[src/rtl/dbus_arbiter.sv]
// N-channel data-bus arbiter: registered, handshaked merge of requesters onto dreq/dresp.
// Each grant is held from IDLE through BUSY until data_ok, then resp_ok pulses once in RESP.
module dbus_arbiter #(
    parameter int unsigned NCH = 2,
    parameter int unsigned AW  = 64,
    parameter int unsigned DW  = 64,
    parameter int unsigned SW  = DW / 8,
    parameter bit          RR  = 1'b1
) (
    input  logic              clk,
    input  logic              reset,
    input  logic [NCH-1:0]    req_valid,
    input  logic [NCH*AW-1:0] req_addr,
    input  logic [NCH*3-1:0]  req_size,
    input  logic [NCH*DW-1:0] req_data,
    input  logic [NCH*SW-1:0] req_strobe,
    output logic [NCH-1:0]    resp_ok,
    output logic [DW-1:0]     resp_data,
    output logic              dreq_valid,
    output logic [AW-1:0]     dreq_addr,
    output logic [2:0]        dreq_size,
    output logic [DW-1:0]     dreq_data,
    output logic [SW-1:0]     dreq_strobe,
    input  logic              dresp_data_ok,
    input  logic [DW-1:0]     dresp_data
);

    localparam int unsigned PW = (NCH > 1) ? $clog2(NCH) : 1;

    typedef enum logic [1:0] {
        IDLE = 2'd0,
        BUSY = 2'd1,
        RESP = 2'd2
    } state_t;

    state_t          state_q, state_d;
    logic [PW-1:0]   grant_q, grant_d;
    logic [PW-1:0]   rr_ptr_q, rr_ptr_d;

    logic            dreq_valid_d;
    logic [AW-1:0]   dreq_addr_d;
    logic [2:0]      dreq_size_d;
    logic [DW-1:0]   dreq_data_d;
    logic [SW-1:0]   dreq_strobe_d;
    logic [NCH-1:0]  resp_ok_d;
    logic [DW-1:0]   resp_data_d;

    logic            found;
    logic [PW-1:0]   win;
    logic [PW:0]     cand_ext;
    logic [PW-1:0]   cand;

    logic [AW-1:0]   ch_addr   [NCH];
    logic [2:0]      ch_size   [NCH];
    logic [DW-1:0]   ch_data   [NCH];
    logic [SW-1:0]   ch_strobe [NCH];

    for (genvar g = 0; g < NCH; g++) begin : g_slice
        assign ch_addr[g]   = req_addr[g*AW +: AW];
        assign ch_size[g]   = req_size[g*3 +: 3];
        assign ch_data[g]   = req_data[g*DW +: DW];
        assign ch_strobe[g] = req_strobe[g*SW +: SW];
    end

    // Scan starts at rr_ptr (round-robin) or 0 (fixed), wrapping past NCH-1 for any NCH.
    always_comb begin
        found    = 1'b0;
        win      = '0;
        cand_ext = '0;
        cand     = '0;
        for (int unsigned i = 0; i < NCH; i++) begin
            if (RR) begin
                cand_ext = {1'b0, rr_ptr_q} + (PW+1)'(i);
                if (cand_ext >= (PW+1)'(NCH))
                    cand_ext = cand_ext - (PW+1)'(NCH);
            end else begin
                cand_ext = (PW+1)'(i);
            end
            cand = cand_ext[PW-1:0];
            if (!found && req_valid[cand]) begin
                found = 1'b1;
                win   = cand;
            end
        end
    end

    always_ff @(posedge clk or negedge reset) begin
        if (!reset) begin
            state_q     <= IDLE;
            grant_q     <= '0;
            rr_ptr_q    <= '0;
            dreq_valid  <= 1'b0;
            dreq_addr   <= '0;
            dreq_size   <= '0;
            dreq_data   <= '0;
            dreq_strobe <= '0;
            resp_ok     <= '0;
            resp_data   <= '0;
        end else begin
            state_q     <= state_d;
            grant_q     <= grant_d;
            rr_ptr_q    <= rr_ptr_d;
            dreq_valid  <= dreq_valid_d;
            dreq_addr   <= dreq_addr_d;
            dreq_size   <= dreq_size_d;
            dreq_data   <= dreq_data_d;
            dreq_strobe <= dreq_strobe_d;
            resp_ok     <= resp_ok_d;
            resp_data   <= resp_data_d;
        end
    end

    always_comb begin
        state_d = state_q;
        case (state_q)
            IDLE:    if (found) state_d = BUSY;
            BUSY:    if (dresp_data_ok) state_d = RESP;
            RESP:    state_d = IDLE;
            default: state_d = IDLE;
        endcase
    end

    always_comb begin
        grant_d       = grant_q;
        rr_ptr_d      = rr_ptr_q;
        dreq_valid_d  = dreq_valid;
        dreq_addr_d   = dreq_addr;
        dreq_size_d   = dreq_size;
        dreq_data_d   = dreq_data;
        dreq_strobe_d = dreq_strobe;
        resp_ok_d     = '0;
        resp_data_d   = resp_data;
        case (state_q)
            IDLE: begin
                if (found) begin
                    dreq_valid_d  = 1'b1;
                    dreq_addr_d   = ch_addr[win];
                    dreq_size_d   = ch_size[win];
                    dreq_data_d   = ch_data[win];
                    dreq_strobe_d = ch_strobe[win];
                    grant_d       = win;
                    if (RR)
                        rr_ptr_d = (win == PW'(NCH-1)) ? '0 : win + PW'(1);
                end else begin
                    dreq_valid_d = 1'b0;
                end
            end
            BUSY: begin
                if (dresp_data_ok) begin
                    resp_data_d        = dresp_data;
                    resp_ok_d[grant_q] = 1'b1;
                    dreq_valid_d       = 1'b0;
                end
            end
            RESP:    dreq_valid_d = 1'b0;
            default: dreq_valid_d = 1'b0;
        endcase
    end

endmodule

[config.mk]
export PLATFORM = sky130hd
export DESIGN_NAME = dbus_arbiter
export DESIGN_NICKNAME = d
export VERILOG_FILES = /design/src/rtl/dbus_arbiter.sv
export SDC_FILE = /design/constraint.sdc
export NUM_CORES = 1
export LEC_CHECK = 0
export ABC_AREA = 1
export BUFFER_PORTS_ARGS = -buffer_cell sky130_fd_sc_hd__buf_2
export CORE_AREA = 2 2 218 220
export CTS_CLUSTER_SIZE = 40
export DETAILED_ROUTE_END_ITERATION = 12
export DIE_AREA = 0 0 220 222
export PLACE_DENSITY_LB_ADDON = 0.2
export SETUP_SLACK_MARGIN = 0.4
export SYNTH_ARGS = -nofsm -noshare
export SYNTH_HDL_FRONTEND = slang
export SYNTH_SLANG_ARGS = --single-unit
[constraint.sdc]
create_clock -name clk -period 1.6 [get_ports clk]
set_clock_uncertainty 0.1 [all_clocks]
set_input_delay 0.24 -clock clk [delete_from_list [all_inputs] [get_ports clk]]
set_output_delay 0.24 -clock clk [all_outputs]
set_load 0.02 [all_outputs]
==> summary.md, run 1 <==
| Metric | Value |
|---|---|
| Die Wd | `220 um` |
| Clk sink count | `210` |
| Global-route usage over all layers | `20.0%` |
| Synth area leader | `dfrtp_1` |
| Fmax | `0.625 GHz` |
| DRT iter0 DRCs | `786` |
| Num rows | `79` |
| Max_slew headroom | `71.1%` |
| Per-cell routed wire length | `20.8 um` |
| Top cells by area, synth | `dfrtp_1 (56%), nand3_1 (15%), nand2_1 (14%)` |
| Top_reg_cell synth | `dfrtp_1` |
| Post-synth EDFFs | `0` |
| Crit-path max cell delay | `430 ps` |
| WP depth | `8` |
| Syn Inst Count | `1088` |
| Vias in the first global route | `13454` |
| Crit end category | `flip-flop` |
| Register area share after synthesis | `56.1%` |
| WP data required | `1980 ps` |
| Min Tclk post-route | `1600 ps` |
| Core area | `46300 um2` |
| Final #Nets | `2503` |
| RSZ-0062 raised after global routing | `true` |
| Max-cap violations | `0` |
| Vias | `13464` |
| Pwr Density | `1920 nW/um2` |
| Peak supply drop | `0.00135 V` |
| First-pass GRT wire length | `76400 um` |
| Synth async-reset ratio | `100%` |
| Initial Util | `20.2%` |
| Fill count | `3914` |
| Die H | `222 um` |
| Worst path cell trace | `inv_2 -> nand2_2 -> nor2_4 -> buf_6 -> buf_12 -> buf_12 -> nand3_1 -> nand3_1` |
| Worst EP arrival | `1980 ps` |
| TritonRoute pass-1 iters | `5` |
| Clock root buffer | `clkbuf_16` |
| Synth Register Bits | `210` |
| Syn_nets | `1435` |
| Synth unique cells | `15` |
| Crit Path Max Fanout | `9` |
| Die area | `48800 um2` |
| Placed cell count | `2199` |
| Share of the synthesized area in the top cell type | `56.1%` |
| Layout cell share with drive strength beyond 1 | `52.1%` |
| Syn Area/Cell | `8.60 um2` |
| Slew Limit Fails | `0` |
| Initial antenna violation count | `5` |
| Input/output buffers | `552` |
| # IOs | `553` |
| Layout Cells excl Fill | `2787` |
| GRT overflow | `0` |
| DRT Wirelength | `58000 um` |
| Buffers and inverters on the worst path | `4` |
| Crit path max-delay cell type | `dfrtp_1` |
| Area growth syn-to-layout | `144%` |
| GP Congestion | `0.807` |
| Hold Path Class | `input port to async pin` |
| Avg Vias per Cell | `4.83` |
| Leakage power | `11.2 nW` |
| Most frequent cells in the layout | `dlygate4sd3_1 (344), buf_2 (344), buf_6 (223)` |
| RR Endpoint | `dreq_addr[2]` |
| Status | `finished, final reports clean` |
| Largest net degree at the start of global routing | `81` |
| Startpoint types | `flip-flop` |
| Reg2Reg Depth | `8` |
| # DRC | `0` |
| Clock slew at reported path FFs | `60 ps` |
| Yosys warns | `0` |
| Power Total | `43.9 mW` |
| Reg2reg start | `state_q[0]` |
| Mapped cell area | `9360 um2` |
| DP HPWL | `29800 um` |
| CTS tree | `yes` |
| Detail Route Antenna Nets | `0` |
| Tcrit/Tclk final | `100%` |
| Worst Path Class, Setup | `flip-flop to flip-flop` |
| Slew @ Worst Pin | `434 ps` |
| Final hold violation count | `0` |
| Setup slack, reg-to-reg | `0.1 ps` |
| Final setup fails | `0` |
| Total CTS buffers | `26` |
| Worst-skew pair later-pin latency | `550 ps` |
| # H-tree levels | `1` |
| Clock Tree Buf Depth | `3` |
| CP delay by family, top | `buffers and inverters` |
report_power, final:
group / leakage, nW / internal [mW] / total [mW] / switching [mW]
logic: 8.28 / 14.3 / 27.9 / 13.6
clock network: 0.401 / 3.41 / 5.88 / 2.48
registers: 2.57 / 7.96 / 10.2 / 2.25
total: 11.2 / 25.6 / 43.9 / 18.3
sequential cells by signal, indices dropped and copies added (netlist names):
register     cells
dreq_addr       64
resp_data       64
dreq_size        3
dreq_data       64
rr_ptr_q         1
grant_q          1
dreq_valid       1
resp_ok          2
state_q          2
dreq_strobe      8
worst register-to-register path: cells and delay by family (launching register included):
| family | cells | cell delay (ps) |
|---|---|---|
| flops | 1 | 430 |
| simple gates | 4 | 460 |
| buf+inv | 4 | 560 |
cell usage after synthesis, types with 2 or more instances:
cell      count
clkbuf_1     34
nor2_1        4
buf_2        52
dfrtp_1     210
nand2_1     340
buf_1        11
buf_4         7
o21ai_1       2
inv_2         3
nor2_2        2
nand4_1     139
nand3_1     279
inv_1         3
area by class of cell:
| type | instances | area, um2 | area share [%] |
|---|---|---|---|
| Antenna cell | 4 | 10.0 | 0.0438 |
| Clock buffer | 41 | 757 | 3.31 |
| Clock inverter | 7 | 76.3 | 0.334 |
| Inverter | 6 | 48.8 | 0.213 |
| Multi-Input combinational cell | 767 | 5030 | 22.0 |
| Sequential cell | 210 | 5260 | 23.0 |
| Tap cell | 607 | 759 | 3.32 |
| Timing Repair Buffer | 1144 | 10900 | 47.6 |
| Timing Repair inverter | 1 | 30.0 | 0.131 |
per-layer routing:
| layer | track usage, % | share of wire [%] | vias to the layer above |
|---|---|---|---|
| li1 | - | - | 5926 |
| met1 | 22.6 | 38 | 6526 |
| met2 | 35.9 | 49 | 822 |
| met3 | 4.12 | 8.0 | 188 |
| met4 | 8.92 | 5.0 | 2 |
| met5 | 0 | 0.019 | - |
logic make-up after synthesis:
kind of cell	count (synthesis)	synth area share (%)
buffers and inverters	111	5.51
and+or+nand+nor	764	38.1
DFF	210	56.1
AOI/OAI and AO/OA	3	0.201
timing repair:
action,CTS,global route
gates resized for setup,539,336
hold buffers,344,0
pin swaps,33,123
endpoints found under the setup margin,416,416
setup buffers,69,74
endpoints found under the hold margin,415,0
gates cloned,23,26
stage by stage:
stage	cell area (um2)	hold WS [ps]	setup WS [ps]	util, %	setup TNS (ps)
floorplan	9540	-156	320	-	0
global placement	13200	89.3	77.8	28.5	0
detailed placement	13200	94.2	84.1	28.5	0
CTS	20300	81.8	75.5	44.0	0
global route	22900	154	-26.1	49.5	-159
finish	22900	137	0.141	49.5	0
worst max-delay path by stage:
| stage | from | to | slack, ps |
|---|---|---|---|
| finish | state_q[0] | dreq_addr[2] | 0.1 |
| global route | state_q[0] | dreq_addr[2] | -30 |
| CTS | dreq_strobe[1] | dreq_strobe[1] | 80 |
| detailed placement | state_q[1] | dreq_addr[10] | 80 |
| global placement | state_q[1] | dreq_addr[10] | 80 |
| floorplan | state_q[1] | dreq_addr[10] | 320 |
Power figures use the tool's default switching activity.
==> inputs of run 2 (changes only) <==
Settings changed: PLACE_DENSITY set to 0.5, PLACE_DENSITY_LB_ADDON 0.2 to unset.
==> run 2 against run 1 <==
Compared with the run above: clock-buffer cell count shrank 5; fmax grew 4.2%; power fell by 7.6%; routed wire length decreased by 4.6%; largest power group unchanged.
==> summary.md, run 2 (synthesis results as in run 1) <==
| Metric | Value |
|---|---|
| Status | `finished, final reports clean` |
| CTS tree | `yes` |
| First-pass GRT wire length | `75600 um` |
| Sequential share of power | `25.4%` |
| Setup TNS | `0 ps` |
| Largest net degree at the start of global routing | `97` |
| Total CTS buffers | `25` |
| Most frequent cells in the layout | `dlygate4sd3_1 (344), buf_2 (344), nand3_1 (265)` |
| Peak supply drop | `0.00113 V` |
| Num rows | `79` |
| RSZ-0062 raised after global routing | `true` |
| Area of the multi-input gates | `4260 um2` |
| Final setup fails | `0` |
| Detail Route Antenna Nets | `0` |
| Clock root buffer | `clkbuf_16` |
| Clock power frac | `15.0%` |
| Pwr Density | `1910 nW/um2` |
| Min Tclk post-route | `1540 ps` |
| Area growth syn-to-layout | `127%` |
| Hold Path Class | `input port to flip-flop` |
| Vias | `13273` |
| Slew Limit Fails | `0` |
| Clock slew at reported path FFs | `60 ps` |
| Fill count | `4091` |
| Fmax | `0.651 GHz` |
| GRT overflow | `0` |
| Worst Hold End | `state_q[1]` |
| Crit end category | `flip-flop` |
| TritonRoute pass-1 iters | `5` |
| Initial Util | `20.2%` |
| DRT Wirelength | `55400 um` |
| Max-cap violations | `0` |
| Register area | `5260 um2` |
| Worst-skew pair later-pin latency | `540 ps` |
| Layout cell share with drive strength beyond 1 | `44.5%` |
| Worst hold path depth | `4` |
| Max_slew headroom | `64.4%` |
| Global-route usage over all layers | `19.8%` |
| Cell internal pwr | `23.7 mW` |
| Vias in the first global route | `13441` |
| Hold Slack | `72.1 ps` |
| Worst Path Class, Setup | `flip-flop to flip-flop` |
| Worst EP arrival | `1890 ps` |
| Avg Vias per Cell | `4.84` |
| RR Endpoint | `resp_data[17]` |
| Die area | `48800 um2` |
| Input/output buffers | `552` |
| GP Congestion | `0.835` |
| Final #Nets | `2467` |
| Switch Pwr | `16.9 mW` |
| # DRC | `0` |
| # IOs | `553` |
| Final hold violation count | `0` |
| Reg2reg start | `state_q[1]` |
| Clk sink count | `210` |
| # H-tree levels | `1` |
| Clock Tree Buf Depth | `3` |
| Reg2Reg Depth | `8` |
| Tcrit/Tclk final | `96.0%` |
| Per-cell routed wire length | `20.2 um` |
| Sw Share | `41.7%` |
| Die Wd | `220 um` |
| Setup slack, reg-to-reg | `60 ps` |
| Worst Min Path Start | `dresp_data_ok` |
| DRT iter0 DRCs | `917` |
| Regs by FF count | `dreq_addr x64, dreq_data x64, resp_data x64` |
| Leakage power | `10.5 nW` |
| Crit Path Max Fanout | `5` |
| Startpoint types | `flip-flop` |
| WP data required | `1960 ps` |
| Core area | `46300 um2` |
| Die H | `222 um` |
| DP HPWL | `30300 um` |
| Slew @ Worst Pin | `534 ps` |
| Combinational power share | `59.7%` |
| Initial antenna violation count | `3` |
[run 2: worst max path at each step]
stage	startpoint	endpoint	slack, ps
2_1_floorplan	state_q[1]	dreq_addr[10]	320
3_3_place_gp	req_valid[0]	dreq_data[57]	70
3_5_place_dp	req_valid[0]	dreq_data[57]	70
4_1_cts	resp_data[9]	resp_data[9]	100
5_1_grt	state_q[1]	resp_data[17]	20
6_report	state_q[1]	resp_data[17]	60
[run 2: power groups by stage]
| stage | combinational [mW] | sequential (mW) | clock (mW) |
|---|---|---|---|
| floorplan | 5.69 | 12.4 | 0 |
| global placement | 14.6 | 9.47 | 0 |
| detailed placement | 14.7 | 9.48 | 0 |
| CTS | 20.8 | 10.1 | 6.13 |
| global route | 25.6 | 10.5 | 6.38 |
| finish | 24.2 | 10.3 | 6.07 |
[run 2: worst max-delay path, stage by stage (launching register included)]
cell and delay, ps:
dfrtp_2 450, nor2_4 150, nand2_4 90, inv_8 130
buf_12 150, buf_12 110, buf_6 100, nand2_2 50
nand2_1 110
[run 2: cell type report]
type                    instances  share of cell area (%)
diodes                          2                  0.0236
clock buffers                  36                    3.52
clock inverters                 7                   0.518
inverters                       6                   0.141
multi-input cells             767                    20.1
flip-flops and latches        210                    24.8
well taps                     607                    3.57
repair buffers               1110                    47.4
[run 2: per-stage QoR]
stage	instances	cell area (um2)	setup slack, ps	utilization [%]	power [mW]
floorplan	1088	9540	320	-	18.1
global placement	2212	13300	68.6	28.7	24.1
detailed placement	2212	13300	68.3	28.7	24.2
CTS	2669	20000	102	43.2	37.0
global route	2745	21200	16.6	45.9	42.5
finish	2745	21200	64.4	45.9	40.6
[run 2: timing repair]
| item | 4_1_cts | 5_1_grt |
|---|---|---|
| pin swaps | 21 | 24 |
| gates cloned | 13 | 9 |
| buffers inserted | 57 | 65 |
| hold buffers | 344 | 0 |
| resized for setup | 490 | 146 |
| endpoints found under the setup margin | 413 | 413 |
| hold endpoints to repair | 415 | 0 |
[run 2: routing by layer]
metal  up-vias  track usage, %  wire [um]
li1       5847               -          -
met1      6392            22.2      20600
met2       843            33.9      26800
met3       191            4.71       4600
met4         0            11.6       3370
met5         -               0          0
==> inputs of run 3 (changes only) <==
Settings changed: CORE_AREA 2 2 218 220 to 2 2 215 217, CTS_BUF_LIST set to sky130_fd_sc_hd__clkbuf_8, DIE_AREA 0 0 220 222 to 0 0 217 219, PLACE_DENSITY 0.5 to 0.51.
==> run 3 against run 2 <==
Compared with the run above: the run now ends with setup timing left; core utilization rose by 2.1 points; cell count rose by 1.5%; setup slack got worse by 78 ps; routed wire length rose by 7.8%; clock power fell by 11%; critical path depth fell by 2; sequential cell count did not move; non-clock buffer count rose by 21; first-iteration DRC count rose by 31%; register-to-register slack got worse by 80 ps; via count rose by 4.3%; die area fell by 2.7%.
==> summary.md, run 3 (synthesis results as in run 1) <==
| Metric | Value |
|---|---|
| Status | `finished, violations left` |
| Failing checks | `setup timing` |
| CTS tree | `yes` |
| Clock Tree Buf Depth | `3` |
| Die H | `219 um` |
| Core area | `45100 um2` |
| Initial antenna violation count | `0` |
| Min Tclk post-route | `1610 ps` |
| TritonRoute pass-1 iters | `7` |
| Fill count | `3863` |
| Worst Setup SP | `rr_ptr_q` |
| Startpoint types | `flip-flop` |
| Slew @ Worst Pin | `370 ps` |
| DP HPWL | `28700 um` |
| Input/output buffers | `552` |
| Worst-skew pair later-pin latency | `580 ps` |
| Final hold violation count | `0` |
| # DRC | `0` |
| Num rows | `78` |
| Final #Nets | `2505` |
| Initial Util | `20.8%` |
| Reg2Reg Depth | `6` |
| Final setup fails | `1` |
| Detail Route Antenna Nets | `0` |
| RSZ-0062 raised after global routing | `true` |
| # H-tree levels | `2` |
| Slew Limit Fails | `0` |
| Most common cell after layout, fill and taps aside | `dlygate4sd3_1` |
| Fmax | `0.620 GHz` |
| Worst Path Class, Setup | `flip-flop to flip-flop` |
| Max_slew headroom | `75.3%` |
| Final instance area | `21700 um2` |
| Dpl cell area | `13200 um2` |
| Hold Path Class | `input port to async pin` |
| DRT Wirelength | `59700 um` |
| Global-route usage over all layers | `20.9%` |
| # IOs | `553` |
| Crit end category | `flip-flop` |
| Area growth syn-to-layout | `132%` |
| Avg Vias per Cell | `4.97` |
| Total CTS buffers | `41` |
| Vias | `13840` |
| Reg2reg start | `rr_ptr_q` |
| First-pass GRT wire length | `76900 um` |
| Regs by FF count | `dreq_addr x64, dreq_data x64, resp_data x64` |
| DRT iter0 DRCs | `1197` |
| Clock root buffer | `clkbuf_8` |
| GP Congestion | `0.825` |
| Most frequent cells in the layout | `dlygate4sd3_1 (345), buf_2 (344), nand2_1 (266)` |
| Pwr Density | `1930 nW/um2` |
| Clock slew at reported path FFs | `60 ps` |
| Tcrit/Tclk final | `101%` |
| Power Total | `41.9 mW` |
| Worst EP arrival | `2020 ps` |
| Max-cap violations | `0` |
| Hold Slack | `80.4 ps` |
| Die area | `47500 um2` |
| Die Wd | `217 um` |
| Vias in the first global route | `13629` |
| Peak supply drop | `0.00106 V` |
| Final worst slack | `-13.7 ps` |
| Layout cell share with drive strength beyond 1 | `45.1%` |
| WP data required | `2010 ps` |
| Largest net degree at the start of global routing | `76` |
| Crit Path Max Fanout | `64` |
| GRT overflow | `0` |
| Clk sink count | `210` |
| Leakage power | `10.9 nW` |
| Per-cell routed wire length | `21.4 um` |
[run 3: final timing paths]
kind,endpoint,slack [ps]
worst max-delay path,dreq_addr[16],-10
min in group clk,dreq_data[24],110
worst min-delay path,dreq_addr[2],80
worst max register to register,dreq_addr[16],-10
max in group asynchronous,dreq_addr[0],480
worst min register to register,resp_data[44],400
[run 3: layout make-up]
class	instances	area (um2)	share of cell area, %
Antenna cell	2	5.00	0.0231
Clock buffer	51	702	3.24
Clock inverter	18	77.6	0.358
Inverter	6	35.0	0.162
Multi-Input combinational cell	767	4310	19.9
Sequential cell	210	5260	24.3
Tap cell	600	751	3.46
Timing Repair Buffer	1131	10500	48.5
Timing Repair inverter	1	16.3	0.0750
[run 3: report_power, final]
group	total (mW)	leakage, nW	switching (mW)	internal, mW
Sequential	10.3	2.57	2.30	7.95
Combinational	26.3	7.89	13.0	13.2
Clock	5.38	0.450	2.53	2.85
Total	41.9	10.9	17.9	24.0
[run 3: timing repair]
action,in CTS,in global routing
setup buffers,43,85
cloned,16,27
endpoints found under the hold margin,415,0
endpoints found under the setup margin,416,416
hold buffers,345,0
resized for setup,337,324
pin swaps,5,54
[run 3: metrics by stage]
stage                     setup slack (ps)  std cells  util (%)  setup TNS [ps]
final                                -13.7       2786      48.1           -13.7
after global routing                 -72.3       2784      48.1            -123
after CTS                             19.3       2672      42.9               0
after detailed placement              12.5       2199      29.3               0
after global placement                29.8       2199      29.3               0
after floorplan                        320       1088         -               0
[run 3: routing by layer]
layer | up-vias | share of wire (%) | track usage (%) | wire length [um]
met2 | 1067 | 48 | 35.0 | 28900
met4 | 0 | 5.4 | 11.2 | 3250
met1 | 6577 | 36 | 24.5 | 21800
met3 | 256 | 9.7 | 5.24 | 5770
met5 | - | 0 | 0 | 0
li1 | 5940 | - | - | -
[run 3: critical path, cell delays in order, from the launching register on]
cell     delay (ps)
dfrtp_1         340
inv_2            60
nand2_4         130
buf_4           160
buf_16          230
nand4_1         280
nand3_2         150
